$ cat src/rtl/sdram_arb_pkg.sv
// Shared types and constants for the SDRAM arbiter: FSM states, port indices
// and the refresh interval computation.
package sdram_arb_pkg;

  typedef enum logic [1:0] {
    IDLE  = 2'd0,
    ISSUE = 2'd1,
    WAIT  = 2'd2
  } arb_state_e;

  localparam int NPORT = 3;

  localparam logic [1:0] PORT_DISP = 2'd0;
  localparam logic [1:0] PORT_CPU  = 2'd1;
  localparam logic [1:0] PORT_CMD  = 2'd2;

  // Clock cycles between auto-refreshes; integer MHz keeps the math exact at 54 MHz.
  function automatic int refresh_cycles(input int freq_hz, input int interval_ns);
    return freq_hz / 1_000_000 * interval_ns / 1000;
  endfunction

endpackage

$ cat src/rtl/sdram_refresh_timer.sv
// Free-running auto-refresh interval timer with a pending request flag and a
// sticky overrun flag for intervals that expire before the last one was served.
module sdram_refresh_timer
  import sdram_arb_pkg::*;
#(
  parameter int FREQ       = 54_000_000,
  parameter int REFRESH_NS = 15_000
) (
  input  logic clk,
  input  logic resetn,
  input  logic refresh_issued,
  output logic refresh_pending,
  output logic refresh_overrun
);

  localparam int RC = refresh_cycles(FREQ, REFRESH_NS);
  localparam int CW = (RC > 1) ? $clog2(RC) : 1;
  localparam logic [CW-1:0] LAST = CW'(RC - 1);

  logic [CW-1:0] cnt_q, cnt_d;
  logic          pending_q, pending_d;
  logic          overrun_q, overrun_d;
  logic          wrap;

  // NOTE: every always_comb output gets a default before any branch, so no latch is inferred.
  always_comb begin
    wrap      = (cnt_q == LAST);
    cnt_d     = wrap ? '0 : cnt_q + 1'b1;
    pending_d = pending_q;
    if (refresh_issued) pending_d = 1'b0;
    if (wrap)           pending_d = 1'b1;
    // A refresh issued on the wrap cycle served the previous interval in time.
    overrun_d = overrun_q | (wrap & pending_q & ~refresh_issued);
  end

  // NOTE: state flops use non-blocking assignments only; the async reset covers every flop.
  always_ff @(posedge clk or negedge resetn) begin
    if (!resetn) begin
      cnt_q     <= '0;
      pending_q <= 1'b0;
      overrun_q <= 1'b0;
    end else begin
      cnt_q     <= cnt_d;
      pending_q <= pending_d;
      overrun_q <= overrun_d;
    end
  end

  assign refresh_pending = pending_q;
  assign refresh_overrun = overrun_q;

endmodule

$ cat src/rtl/sdram_arbiter.sv
// Three-port SDRAM controller arbiter with auto-refresh scheduling.
// Define SDRAM_ARB_STATS_EN to add saturating grant and refresh counters.
module sdram_arbiter
  import sdram_arb_pkg::*;
#(
  parameter int FREQ       = 54_000_000,
  parameter int REFRESH_NS = 15_000,
  parameter int AW         = 22
) (
  input  logic            clk,
  input  logic            resetn,
  input  logic [2:0]      p_req,
  input  logic [2:0]      p_we,
  input  logic [3*AW-1:0] p_addr,
  input  logic [47:0]     p_din,
  input  logic [5:0]      p_wdm,
  output logic [2:0]      p_ack,
  output logic [2:0]      p_done,
  output logic [15:0]     rdata,
  output logic            mc_read,
  output logic            mc_write,
  output logic            mc_refresh,
  output logic [AW-1:0]   mc_addr,
  output logic [15:0]     mc_din,
  output logic [1:0]      mc_wdm,
  input  logic            mc_busy,
  input  logic [15:0]     mc_dout,
  output logic            refresh_overrun
`ifdef SDRAM_ARB_STATS_EN
  ,
  output logic [47:0]     grant_count,
  output logic [15:0]     refresh_count
`endif
);

  arb_state_e    state_q, state_d;
  logic [1:0]    owner_q, owner_d;
  logic          is_read_q, is_read_d;
  logic          is_refresh_q, is_refresh_d;
  logic [1:0]    rr_last_q, rr_last_d;
  logic          mc_read_q, mc_read_d;
  logic          mc_write_q, mc_write_d;
  logic          mc_refresh_q, mc_refresh_d;
  logic [AW-1:0] mc_addr_q, mc_addr_d;
  logic [15:0]   mc_din_q, mc_din_d;
  logic [1:0]    mc_wdm_q, mc_wdm_d;
  logic [2:0]    p_ack_q, p_ack_d;
  logic [2:0]    p_done_q, p_done_d;
  logic [15:0]   rdata_q, rdata_d;

  logic          refresh_pending;
  logic          refresh_issued;
  logic          grant_valid;
  logic [1:0]    grant_port;
  int            gi;

  sdram_refresh_timer #(
    .FREQ       (FREQ),
    .REFRESH_NS (REFRESH_NS)
  ) u_refresh_timer (
    .clk             (clk),
    .resetn          (resetn),
    .refresh_issued  (refresh_issued),
    .refresh_pending (refresh_pending),
    .refresh_overrun (refresh_overrun)
  );

  // Display fetch has fixed priority; CPU and command engine share round-robin.
  always_comb begin
    grant_valid = 1'b1;
    grant_port  = PORT_DISP;
    if (p_req[PORT_DISP]) begin
      grant_port = PORT_DISP;
    end else if (p_req[PORT_CPU] && p_req[PORT_CMD]) begin
      grant_port = (rr_last_q == PORT_CPU) ? PORT_CMD : PORT_CPU;
    end else if (p_req[PORT_CPU]) begin
      grant_port = PORT_CPU;
    end else if (p_req[PORT_CMD]) begin
      grant_port = PORT_CMD;
    end else begin
      grant_valid = 1'b0;
    end
  end

  assign gi = int'(grant_port);

  always_comb begin
    state_d        = state_q;
    owner_d        = owner_q;
    is_read_d      = is_read_q;
    is_refresh_d   = is_refresh_q;
    rr_last_d      = rr_last_q;
    mc_read_d      = 1'b0;
    mc_write_d     = 1'b0;
    mc_refresh_d   = 1'b0;
    mc_addr_d      = mc_addr_q;
    mc_din_d       = mc_din_q;
    mc_wdm_d       = mc_wdm_q;
    p_ack_d        = 3'b000;
    p_done_d       = 3'b000;
    rdata_d        = rdata_q;
    refresh_issued = 1'b0;

    unique case (state_q)
      IDLE: begin
        // Busy also covers controller init after reset, so nothing issues until it ends.
        if (!mc_busy) begin
          if (refresh_pending) begin
            mc_refresh_d   = 1'b1;
            refresh_issued = 1'b1;
            is_refresh_d   = 1'b1;
            is_read_d      = 1'b0;
            state_d        = ISSUE;
          end else if (grant_valid) begin
            mc_addr_d           = p_addr[gi*AW +: AW];
            mc_din_d            = p_din[gi*16 +: 16];
            mc_wdm_d            = p_wdm[gi*2 +: 2];
            mc_read_d           = ~p_we[grant_port];
            mc_write_d          = p_we[grant_port];
            p_ack_d[grant_port] = 1'b1;
            owner_d             = grant_port;
            is_read_d           = ~p_we[grant_port];
            is_refresh_d        = 1'b0;
            if (grant_port != PORT_DISP) rr_last_d = grant_port;
            state_d = ISSUE;
          end
        end
      end
      ISSUE: begin
        state_d = WAIT;
      end
      WAIT: begin
        if (!mc_busy) begin
          if (!is_refresh_q) p_done_d[owner_q] = 1'b1;
          if (is_read_q)     rdata_d = mc_dout;
          state_d = IDLE;
        end
      end
      default: begin
        state_d = IDLE;
      end
    endcase
  end

  always_ff @(posedge clk or negedge resetn) begin
    if (!resetn) begin
      state_q      <= IDLE;
      owner_q      <= PORT_DISP;
      is_read_q    <= 1'b0;
      is_refresh_q <= 1'b0;
      rr_last_q    <= PORT_CMD;
      mc_read_q    <= 1'b0;
      mc_write_q   <= 1'b0;
      mc_refresh_q <= 1'b0;
      mc_addr_q    <= '0;
      mc_din_q     <= '0;
      mc_wdm_q     <= '0;
      p_ack_q      <= '0;
      p_done_q     <= '0;
      rdata_q      <= '0;
    end else begin
      state_q      <= state_d;
      owner_q      <= owner_d;
      is_read_q    <= is_read_d;
      is_refresh_q <= is_refresh_d;
      rr_last_q    <= rr_last_d;
      mc_read_q    <= mc_read_d;
      mc_write_q   <= mc_write_d;
      mc_refresh_q <= mc_refresh_d;
      mc_addr_q    <= mc_addr_d;
      mc_din_q     <= mc_din_d;
      mc_wdm_q     <= mc_wdm_d;
      p_ack_q      <= p_ack_d;
      p_done_q     <= p_done_d;
      rdata_q      <= rdata_d;
    end
  end

  assign mc_read    = mc_read_q;
  assign mc_write   = mc_write_q;
  assign mc_refresh = mc_refresh_q;
  assign mc_addr    = mc_addr_q;
  assign mc_din     = mc_din_q;
  assign mc_wdm     = mc_wdm_q;
  assign p_ack      = p_ack_q;
  assign p_done     = p_done_q;
  assign rdata      = rdata_q;

`ifdef SDRAM_ARB_STATS_EN
  logic [47:0] grant_cnt_q, grant_cnt_d;
  logic [15:0] refresh_cnt_q, refresh_cnt_d;

  always_comb begin
    grant_cnt_d   = grant_cnt_q;
    refresh_cnt_d = refresh_cnt_q;
    for (int i = 0; i < NPORT; i++) begin
      if (p_ack_q[i] && (grant_cnt_q[i*16 +: 16] != 16'hFFFF))
        grant_cnt_d[i*16 +: 16] = grant_cnt_q[i*16 +: 16] + 16'd1;
    end
    if (mc_refresh_q && (refresh_cnt_q != 16'hFFFF))
      refresh_cnt_d = refresh_cnt_q + 16'd1;
  end

  always_ff @(posedge clk or negedge resetn) begin
    if (!resetn) begin
      grant_cnt_q   <= '0;
      refresh_cnt_q <= '0;
    end else begin
      grant_cnt_q   <= grant_cnt_d;
      refresh_cnt_q <= refresh_cnt_d;
    end
  end

  assign grant_count   = grant_cnt_q;
  assign refresh_count = refresh_cnt_q;
`endif

endmodule

$ cat config.mk
export PLATFORM = sky130hd
export DESIGN_NAME = sdram_arbiter
export DESIGN_NICKNAME = d
export VERILOG_FILES = /design/src/rtl/sdram_arb_pkg.sv /design/src/rtl/sdram_refresh_timer.sv /design/src/rtl/sdram_arbiter.sv
export SDC_FILE = /design/constraint.sdc
export NUM_CORES = 1
export LEC_CHECK = 0
export CORE_UTILIZATION = 41
export DETAILED_ROUTE_END_ITERATION = 10
export GPL_TIMING_DRIVEN = 0
export PLACE_DENSITY = 0.82
export SYNTH_ARGS = -nofsm -noshare
export SYNTH_HDL_FRONTEND = slang
export SYNTH_SLANG_ARGS = --single-unit
$ cat constraint.sdc
create_clock -name clk -period 1.8 [get_ports clk]
set_input_delay 0.54 -clock clk [delete_from_list [all_inputs] [get_ports clk]]
set_output_delay 0.54 -clock clk [all_outputs]
set_load 0.005 [all_outputs]
; After elaboration in Yosys (flattened, before gate mapping)
; Index checks and enable logic that the tools add are counted.
[word_totals]
reg_bits = 85
input_bits = 145
[op_classes]
add_sub_neg = 1
multipliers = 1
order_cmp = 4
eq_ne = 7
n_shift = 3
mux = 45
n_bitwise = 7
n_reduce_logical = 12
[op_table]
columns = cell, count
row1 = 66-bit by 8-bit indexed part select with 22-bit output, 1
row2 = 48-bit by 7-bit indexed part select with 16-bit output, 1
row3 = 1-bit two-way mux, 24
row4 = 3-bit two-way mux, 7
row5 = 2-bit two-way mux, 9
row6 = "10-bit by 1-bit adder with 10-bit output, second input constant", 1
row7 = "10-bit equality test, second input constant", 1
row8 = 10-bit two-way mux, 1
row9 = 3-bit AND reduction, 3
row10 = "2-bit by 3-bit less-than comparator with 1-bit output, second input constant", 2
row11 = "2-bit by 4-bit multiplier with 6-bit output, second input constant", 1
row12 = 2-bit one-hot mux with 3 select lines, 1
row13 = 2-bit nonzero test, 3
row14 = 6-bit by 4-bit indexed part select with 2-bit output, 1
row15 = 5-bit AND reduction, 1
row16 = 1-bit demux with 2-bit select, 2
row17 = "2-bit by 1-bit equality test with 1-bit output, second input constant", 2
row18 = "2-bit by 1-bit greater-or-equal comparator with 1-bit output, second input constant", 2
row19 = "2-bit != test, second input constant", 2
row20 = 1-bit inverter, 4
row21 = 4-bit AND reduction, 1
row22 = 1-bit logical AND, 3
row23 = "3-bit by 2-bit != test with 1-bit output, second input constant", 1
row24 = 1-bit AND, 2
row25 = other kinds (4), 4

; Logic depth before layout (Yosys ltp)
; Gate-level depths: netlist of run 1.
[logic_depth]
depth_word = 12
mapped_depth = 5
ltp_nobuf = 5

; Hierarchy
; A second synthesis of run 1 with hierarchy kept.
[hier_totals]
hier_cells = 364
hier_area_um2 = 3819.9
[modules_own_cells]
columns = module, n_inst, cells_per_inst, area_each_um2, seq_area_each_um2
row1 = sdram_arbiter, 1, 312, 3246.9, 1828.0
row2 = sdram_refresh_timer, 1, 52, 573.0, 300.3

; Worst setup path before layout of run 1
; Ideal clock, no wire load.
[synth_timing]
path_kind = input to register
from = in mc_busy
to = reg rr_last_q[0]
setup_time_ns = 0.122
t_arrival_ns = 1.572
t_required_ns = 1.678
slack_ns = 0.107
stages = 3
cell_sequence = or4_4 -> or3_1 -> o2bb2ai_1
[synth_between]
elab_chain_cells = 2
[synth_rtl]
columns = item, line
row1 = start: declaration, sdram_arbiter.sv:26  ; input logic mc_busy,
row2 = 1-bit inverter (no source line), -
row3 = 5-bit AND reduction (no source line), -
row4 = end signal: assignment, sdram_arbiter.sv:166  ; rr_last_q <= rr_last_d;
row5 = end: declaration, sdram_arbiter.sv:40  ; logic [1:0] rr_last_q, rr_last_d;
; Every way passes these cells.
; A chain may end at the register's enable or synchronous reset.

; Worst setup path in the final report of run 1
[layout_timing]
from = reg mc_din_q[15], in the netlist mc_din[15]
to = out mc_din[15]
[layout_rtl]
columns = item, line
row1 = start: declaration, sdram_arbiter.sv:45  ; logic [15:0] mc_din_q, mc_din_d;
row2 = start signal: assignment, sdram_arbiter.sv:171  ; mc_din_q <= mc_din_d;
row3 = end: declaration, sdram_arbiter.sv:24  ; output logic [15:0] mc_din,
; No word-level cell between the ends.

==> results.json, run 1 <==
{
  "status": "finished, final reports clean",
  "cp_cell_sequence": "clkdlybuf4s50_1",
  "drtPass1Iterations": 5,
  "p_leak_nw": 3.10,
  "mostFrequentLayoutCells": "clkdlybuf4s50_1 (156), dfrtp_1 (82), nand3_1 (42), o211ai_1 (42), a21oi_1 (42)",
  "ys_ff_latch": 85,
  "syn_area_per_cell_sq_um": 9.91,
  "finalHoldViolCount": 0,
  "synth-xor-area-share_pct": 1.04,
  "drive_above_1_share_pct": 14.7,
  "initial_core_util_pct": 42.8,
  "synth_async_sr_flop_share_pct": 100,
  "whs_ns": 0.123,
  "period_minus_slack_ns": 1.79,
  "die_x_um": 103,
  "report.final.setup_viol": 0,
  "utilization_pct": 70.9,
  "die_area_sq_mm": 0.0107,
  "fmax_mhz": 557,
  "fp-row-count": 36,
  "die-height_um": 103,
  "synth_top_family_by_area": "compound AO/OA/AOI/OAI gates",
  "synth_nets": 573,
  "drtAntennaViolNets": 0,
  "grt_overflow": 0,
  "grt_max_degree": 55,
  "synth_area_sq_mm": 0.00422,
  "numCtsBuffers": 9,
  "required_ns": 1.26,
  "place_inst": 770,
  "drt-wirelength-per-cell_um": 18.8,
  "hold_buffers": 0,
  "ys_types": 46,
  "crit_path_end_kind": "primary output",
  "gp_congestion": 0.855,
  "hpwl_um": 10500,
  "grt_pass1_vias": 4426,
  "syn_inst": 426,
  "hp-class": "input pin to async pin",
  "slew_headroom_pct": 68.4,
  "port_buffers": 210,
  "vias": 4595,
  "path_class": "flip-flop to primary output",
  "cts_tree": "done",
  "synthSimpleGateAreaFrac_pct": 14.8,
  "timing.rr.start": "state_q[0]",
  "multi_input_area_sq_mm": 0.00193,
  "nets": 810,
  "p_per_area_mw_per_mm2": 1120,
  "clock_skew_ns": 0.00602,
  "area_growth_pct": 65.8,
  "synthAdderAreaFrac_pct": 0.593,
  "layoutNonFillerInstCount": 802,
  "vdd_drop_max_v": 0.000565,
  "synth_seq_area_share_pct": 50.4,
  "grt_pass1_wl_um": 22000,
  "ios": 211,
  "gr-usage-all-layers_pct": 27.3,
  "synth_edf_count": 0,
  "cts_htree_levels": 3,
  "synth_mux_area_share_pct": 4.27,
  "tightest_slew_ns": 0.475,
  "clk_latency_ns": 0.35,
  "fillers": 728,
  "viasPerCell": 5.73,
  "clk_pin_slew_ns": 0.09,
  "cts.path.max_buffers": 2,
  "crit_slowest_cell": "clkdlybuf4s50_1",
  "drt-initial-drc-count": 222,
  "crit_path_start": "mc_din[15]",
  "yosysWarnings": 0,
  "totalWireLength_um": 15100,
  "crit_buf_inv": 1,
  "start_kind": "flip-flop",
  "slowest_delay_ns": 0.52,
  "timing.final.crit_share_pct": 99.7,
  "seq_area_sq_mm": 0.00213,
  "synth_compound_area_share_pct": 24.4,
  "crit_family": "buffers and inverters",
  "drc": 0,
  "cap_violations": 0,
  "synth_flop_cell": "dfrtp_1",
  "critPathMaxFanout": 2,
  "cts.root.buffer_cell": "clkbuf_8",
  "arrival_ns": 1.25,
  "antenna_found_initial": 1,
  "drv_slew": 0,
  "numClockSinks": 85,
  "layout_commonest_cell": "clkdlybuf4s50_1",
  "core_area_sq_mm": 0.00986
}
==> cells by family (layout without fill, tap and decap cells) <==
logic type / after synthesis / count (layout)
DFF: 85 / 85
AOI/OAI and AO/OA: 147 / 147
other: 0 / 1
muxes: 16 / 16
adders and majority gates: 2 / 2
xor gates and xnor gates: 5 / 5
and+or+nand+nor: 123 / 123
buffers and inverters: 48 / 290
==> flip-flops by register name, indices dropped and copies added, names as in the netlist, 3 cells and up <==
| name | cells |
|---|---|
| u_refresh_timer.cnt_q | 10 |
| rdata | 16 |
| p_ack | 3 |
| mc_addr | 22 |
| mc_din | 16 |
| p_done | 3 |
==> synth_stat cells, types with 2 or more instances <==
| cell type | number | area [sq um] |
|---|---|---|
| dfrtp_1 | 84 | 2100 |
| nand2_1 | 41 | 154 |
| mux2_2 | 16 | 180 |
| nor2_1 | 11 | 41.3 |
| o31ai_1 | 2 | 15.0 |
| a32oi_1 | 3 | 26.3 |
| or3_1 | 4 | 25.0 |
| nand3_1 | 42 | 210 |
| or4b_2 | 2 | 20.0 |
| xnor2_1 | 2 | 17.5 |
| a31oi_1 | 3 | 18.8 |
| nor3_1 | 3 | 15.0 |
| o211ai_1 | 42 | 315 |
| nor2b_1 | 3 | 18.8 |
| nor3b_1 | 2 | 15.0 |
| a41oi_1 | 37 | 324 |
| buf_2 | 6 | 30.0 |
| and2_1 | 2 | 12.5 |
| clkbuf_1 | 37 | 139 |
| xor2_1 | 3 | 26.3 |
| ha_1 | 2 | 25.0 |
| o2bb2ai_1 | 2 | 17.5 |
| inv_1 | 4 | 15.0 |
| o21ai_0 | 10 | 50.1 |
| a21oi_1 | 42 | 210 |
==> power breakdown <==
part / switching [mW] / internal (mW) / total (mW) / leakage [nW]
Combinational: 1.52 / 2.05 / 3.57 / 1.99
Sequential: 0.434 / 2.62 / 3.06 / 1.01
Clock: 0.724 / 0.509 / 1.23 / 0.0937
==> layer usage <==
layer,wire length (um),GRT usage [%]
met1,5960,34.1
met4,435,11.5
met3,1170,6.38
met5,0,0
met2,7550,45.4
==> metrics by stage <==
step | power, mW | setup TNS [ns] | cell area [sq um] | setup WS, ns
detailed placement | 6.50 | -46.69 | 6510 | -0.870
global route | 8.33 | -0.0403 | 7000 | -0.0379
floorplan | 4.35 | 0 | 4220 | 0.107
global placement | 6.39 | -280.02 | 6490 | -2.79
CTS | 7.72 | 0 | 6750 | 0.000825
finish | 7.86 | 0 | 7000 | 0.00565
==> timing repair <==
| action | 4_1_cts | 5_1_grt |
|---|---|---|
| setup buffers | 0 | 14 |
| gates cloned | 0 | 2 |
| endpoints found under the setup margin | 71 | 79 |
| gates resized for setup | 54 | 56 |
| endpoints found under the hold margin | 0 | 0 |
| pin swaps | 0 | 3 |
==> area by class of cell <==
cell class / count / share of cell area, %
Timing Repair Buffer: 227 / 33.4
Sequential cell: 85 / 30.5
Multi-Input combinational cell: 293 / 27.5
Buffer: 42 / 3.36
Tap cell: 133 / 2.38
Clock buffer: 9 / 1.77
Clock inverter: 7 / 0.715
Inverter: 5 / 0.286
Antenna cell: 1 / 0.0358
==> worst register-to-register path, cell delays in order, from the launching register on <==
cell and delay [ns]:
dfrtp_2 0.46, or4_4 0.60, nor2_4 0.15, buf_12 0.15, buf_6 0.13, a41oi_1 0.14
==> path summary, 6_finish.rpt <==
kind | cells past startpoint | end | slack, ns
worst min-delay path | 1 | u_refresh_timer.cnt_q[8] | 0.12
min in group clk | 1 | p_done[1] | 0.48
worst min register to register | 1 | p_done[1] | 0.48
worst max register to register | 5 | mc_din[2] | 0.03
max in group asynchronous | 2 | rr_last_q[1] | 1.01
worst max-delay path | 1 | mc_din[15] | 0.006
Power figures use the tool's default switching activity.
==> inputs of run 2 (changes only) <==
- CELL_PAD_IN_SITES_DETAIL_PLACEMENT: unset -> 0
- CELL_PAD_IN_SITES_GLOBAL_PLACEMENT: unset -> 2
- CORE_UTILIZATION: 41 -> 23
- PLACE_DENSITY: 0.82 -> unset
- PLACE_DENSITY_LB_ADDON: unset -> 0.1
- SLEW_MARGIN: unset -> 0
==> run 2 against run 1 <==
First-iteration DRC count shrank 38%. Sequential cell count unchanged. Via count down 3.8%. Sequential share of layout area fell by 0.74 points. Fmax increased by 1.7%. Sequential power about the same. Register-to-register slack improved by 0.05 ns. Die area rose by 77%. Setup slack better by 0.030 ns. Clock skew increased by 0.0016 ns. Wire length up 9.8%. Clock power grew 64%. Largest cell class unchanged. Largest power group unchanged. Highest routed layer unchanged.
==> results.json, run 2 (same netlist as run 1, synthesis figures left out) <==
{
  "status": "finished, final reports clean",
  "drive_above_1_share_pct": 14.0,
  "cts_htree_levels": 3,
  "path_class": "flip-flop to primary output",
  "finalWorstSetupSlack_ns": 0.0359,
  "initial_core_util_pct": 23.5,
  "vias": 4420,
  "period_minus_slack_ns": 1.76,
  "grt_overflow": 0,
  "area_growth_pct": 69.9,
  "arrival_ns": 1.22,
  "cts.root.buffer_cell": "clkbuf_16",
  "grt_setup_unrepaired": "false",
  "p_per_area_mw_per_mm2": 1210,
  "hpwl_um": 11900,
  "crit_cells": 1,
  "cts.path.max_buffers": 2,
  "hp-class": "input pin to async pin",
  "clk_pin_slew_ns": 0.06,
  "drtPass1Iterations": 4,
  "p_leak_nw": 2.83,
  "crit_family": "buffers and inverters",
  "required_ns": 1.26,
  "crit_path_start": "mc_addr[11]",
  "stdcell_area_sq_mm": 0.00717,
  "utilization_pct": 39.9,
  "timing.final.crit_share_pct": 98.0,
  "nets": 802,
  "antenna_found_initial": 0,
  "crit_path_end_kind": "primary output",
  "timing.rr.start": "u_refresh_timer.refresh_pending",
  "hold_buffers": 0,
  "crit_buf_inv": 1,
  "port_buffers": 210,
  "drv_slew": 0,
  "report.final.setup_viol": 0,
  "grt_max_degree": 48,
  "start_kind": "flip-flop",
  "die-height_um": 137,
  "drc": 0,
  "layout_commonest_cell": "clkdlybuf4s50_1",
  "core_area_sq_mm": 0.0180,
  "mostFrequentLayoutCells": "clkdlybuf4s50_1 (197), dfrtp_1 (82), nand3_1 (42), o211ai_1 (42), a21oi_1 (42)",
  "slowest_delay_ns": 0.54,
  "slew_headroom_pct": 60.9,
  "numCtsBuffers": 9,
  "gp_congestion": 0.776,
  "viasPerCell": 4.98,
  "grt_pass1_wl_um": 25300,
  "ios": 211,
  "power_mw": 8.68,
  "tightest_slew_ns": 0.587,
  "fmax_mhz": 567,
  "die_x_um": 137,
  "r2r-end": "mc_addr[6]",
  "vdd_drop_max_v": 0.000468,
  "fp-row-count": 49,
  "finalHoldViolCount": 0,
  "clock_skew_ns": 0.00763,
  "drt-wirelength-per-cell_um": 18.7,
  "totalWireLength_um": 16600,
  "drtAntennaViolNets": 0,
  "r2r_cells": 5,
  "grt_pass1_vias": 4590,
  "ff2ff_setup_slack_ns": 0.08,
  "critPathMaxFanout": 2,
  "largest_register_ffs": 22,
  "placed_area_sq_mm": 0.00663,
  "whs_ns": 0.194,
  "cp_cell_sequence": "clkdlybuf4s50_1",
  "place_ws_ns": -0.977,
  "clk_latency_ns": 0.34,
  "gr-usage-all-layers_pct": 17.9,
  "diodes": 0,
  "cap_violations": 0,
  "die_area_sq_mm": 0.0189,
  "drt-initial-drc-count": 138,
  "cp-endpoint": "mc_addr[11]",
  "crit_slowest_cell": "clkdlybuf4s50_1",
  "cts_tree": "done",
  "numClockSinks": 85
}
==> run 2: cell count changes in the layout (fill, tap and decap cells not counted), moves of 8 or more <==
cell / before / now
clkbuf_8: 9 / 0
dlygate4sd2_1: 15 / 5
clkdlybuf4s50_1: 156 / 197
clkbuf_4: 4 / 14
dlymetal6s2s_1: 38 / 7
clkbuf_16: 0 / 9
clkbuf_2: 24 / 16
==> run 2: cell type report <==
cell class | instances | area (sq um)
sequential | 85 | 2130
timing repair buffer | 219 | 2210
clock inverter | 5 | 86.3
multi-input combinational | 293 | 1940
buffer | 42 | 268
clock buffer | 10 | 229
tap | 229 | 287
fill | 1768 | 10800
inverter | 5 | 20.0
==> run 2: per-layer routing <==
| layer | share of wire (%) | GRT usage, % | wire length (um) | vias up |
|---|---|---|---|---|
| li1 | - | - | - | 2087 |
| met1 | 44 | 23.2 | 7300 | 2159 |
| met2 | 48 | 28.7 | 7890 | 160 |
| met3 | 7.3 | 4.78 | 1210 | 14 |
| met4 | 1.2 | 5.56 | 201 | 0 |
| met5 | 0 | 0 | 0 | - |
==> run 2: timing repair <==
item                                    4_1_cts  5_1_grt
cloned                                        1        0
resized for setup                            62       19
endpoints found under the setup margin       61       61
hold endpoints to repair                      0        0
buffers inserted                              3        4
pin swaps                                     3        2
==> run 2: per-stage QoR <==
step | TNS, ns | instances
global placement | -332.53 | 865
floorplan | 0 | 426
detailed placement | -53.50 | 866
global route | 0 | 888
CTS | 0 | 884
finish | 0 | 888
==> run 2: worst min-delay path by stage <==
| stage | start | endpoint | slack (ns) | cells after the start |
|---|---|---|---|---|
| global route | resetn | u_refresh_timer.cnt_q[4] | 0.24 | 1 |
| floorplan | resetn | is_read_q | 0.24 | 0 |
| detailed placement | owner_q[0] | p_done[2] | 0.46 | 1 |
| finish | resetn | u_refresh_timer.cnt_q[4] | 0.19 | 1 |
| global placement | owner_q[0] | p_done[0] | 0.45 | 1 |
| CTS | resetn | u_refresh_timer.cnt_q[4] | 0.22 | 1 |
==> run 2: where the power goes <==
group | leakage, nW | switching [mW] | total [mW] | internal, mW
Sequential | 1.01 | 0.408 | 3.04 | 2.63
Combinational | 1.66 | 1.50 | 3.63 | 2.13
Clock | 0.153 | 0.800 | 2.02 | 1.22
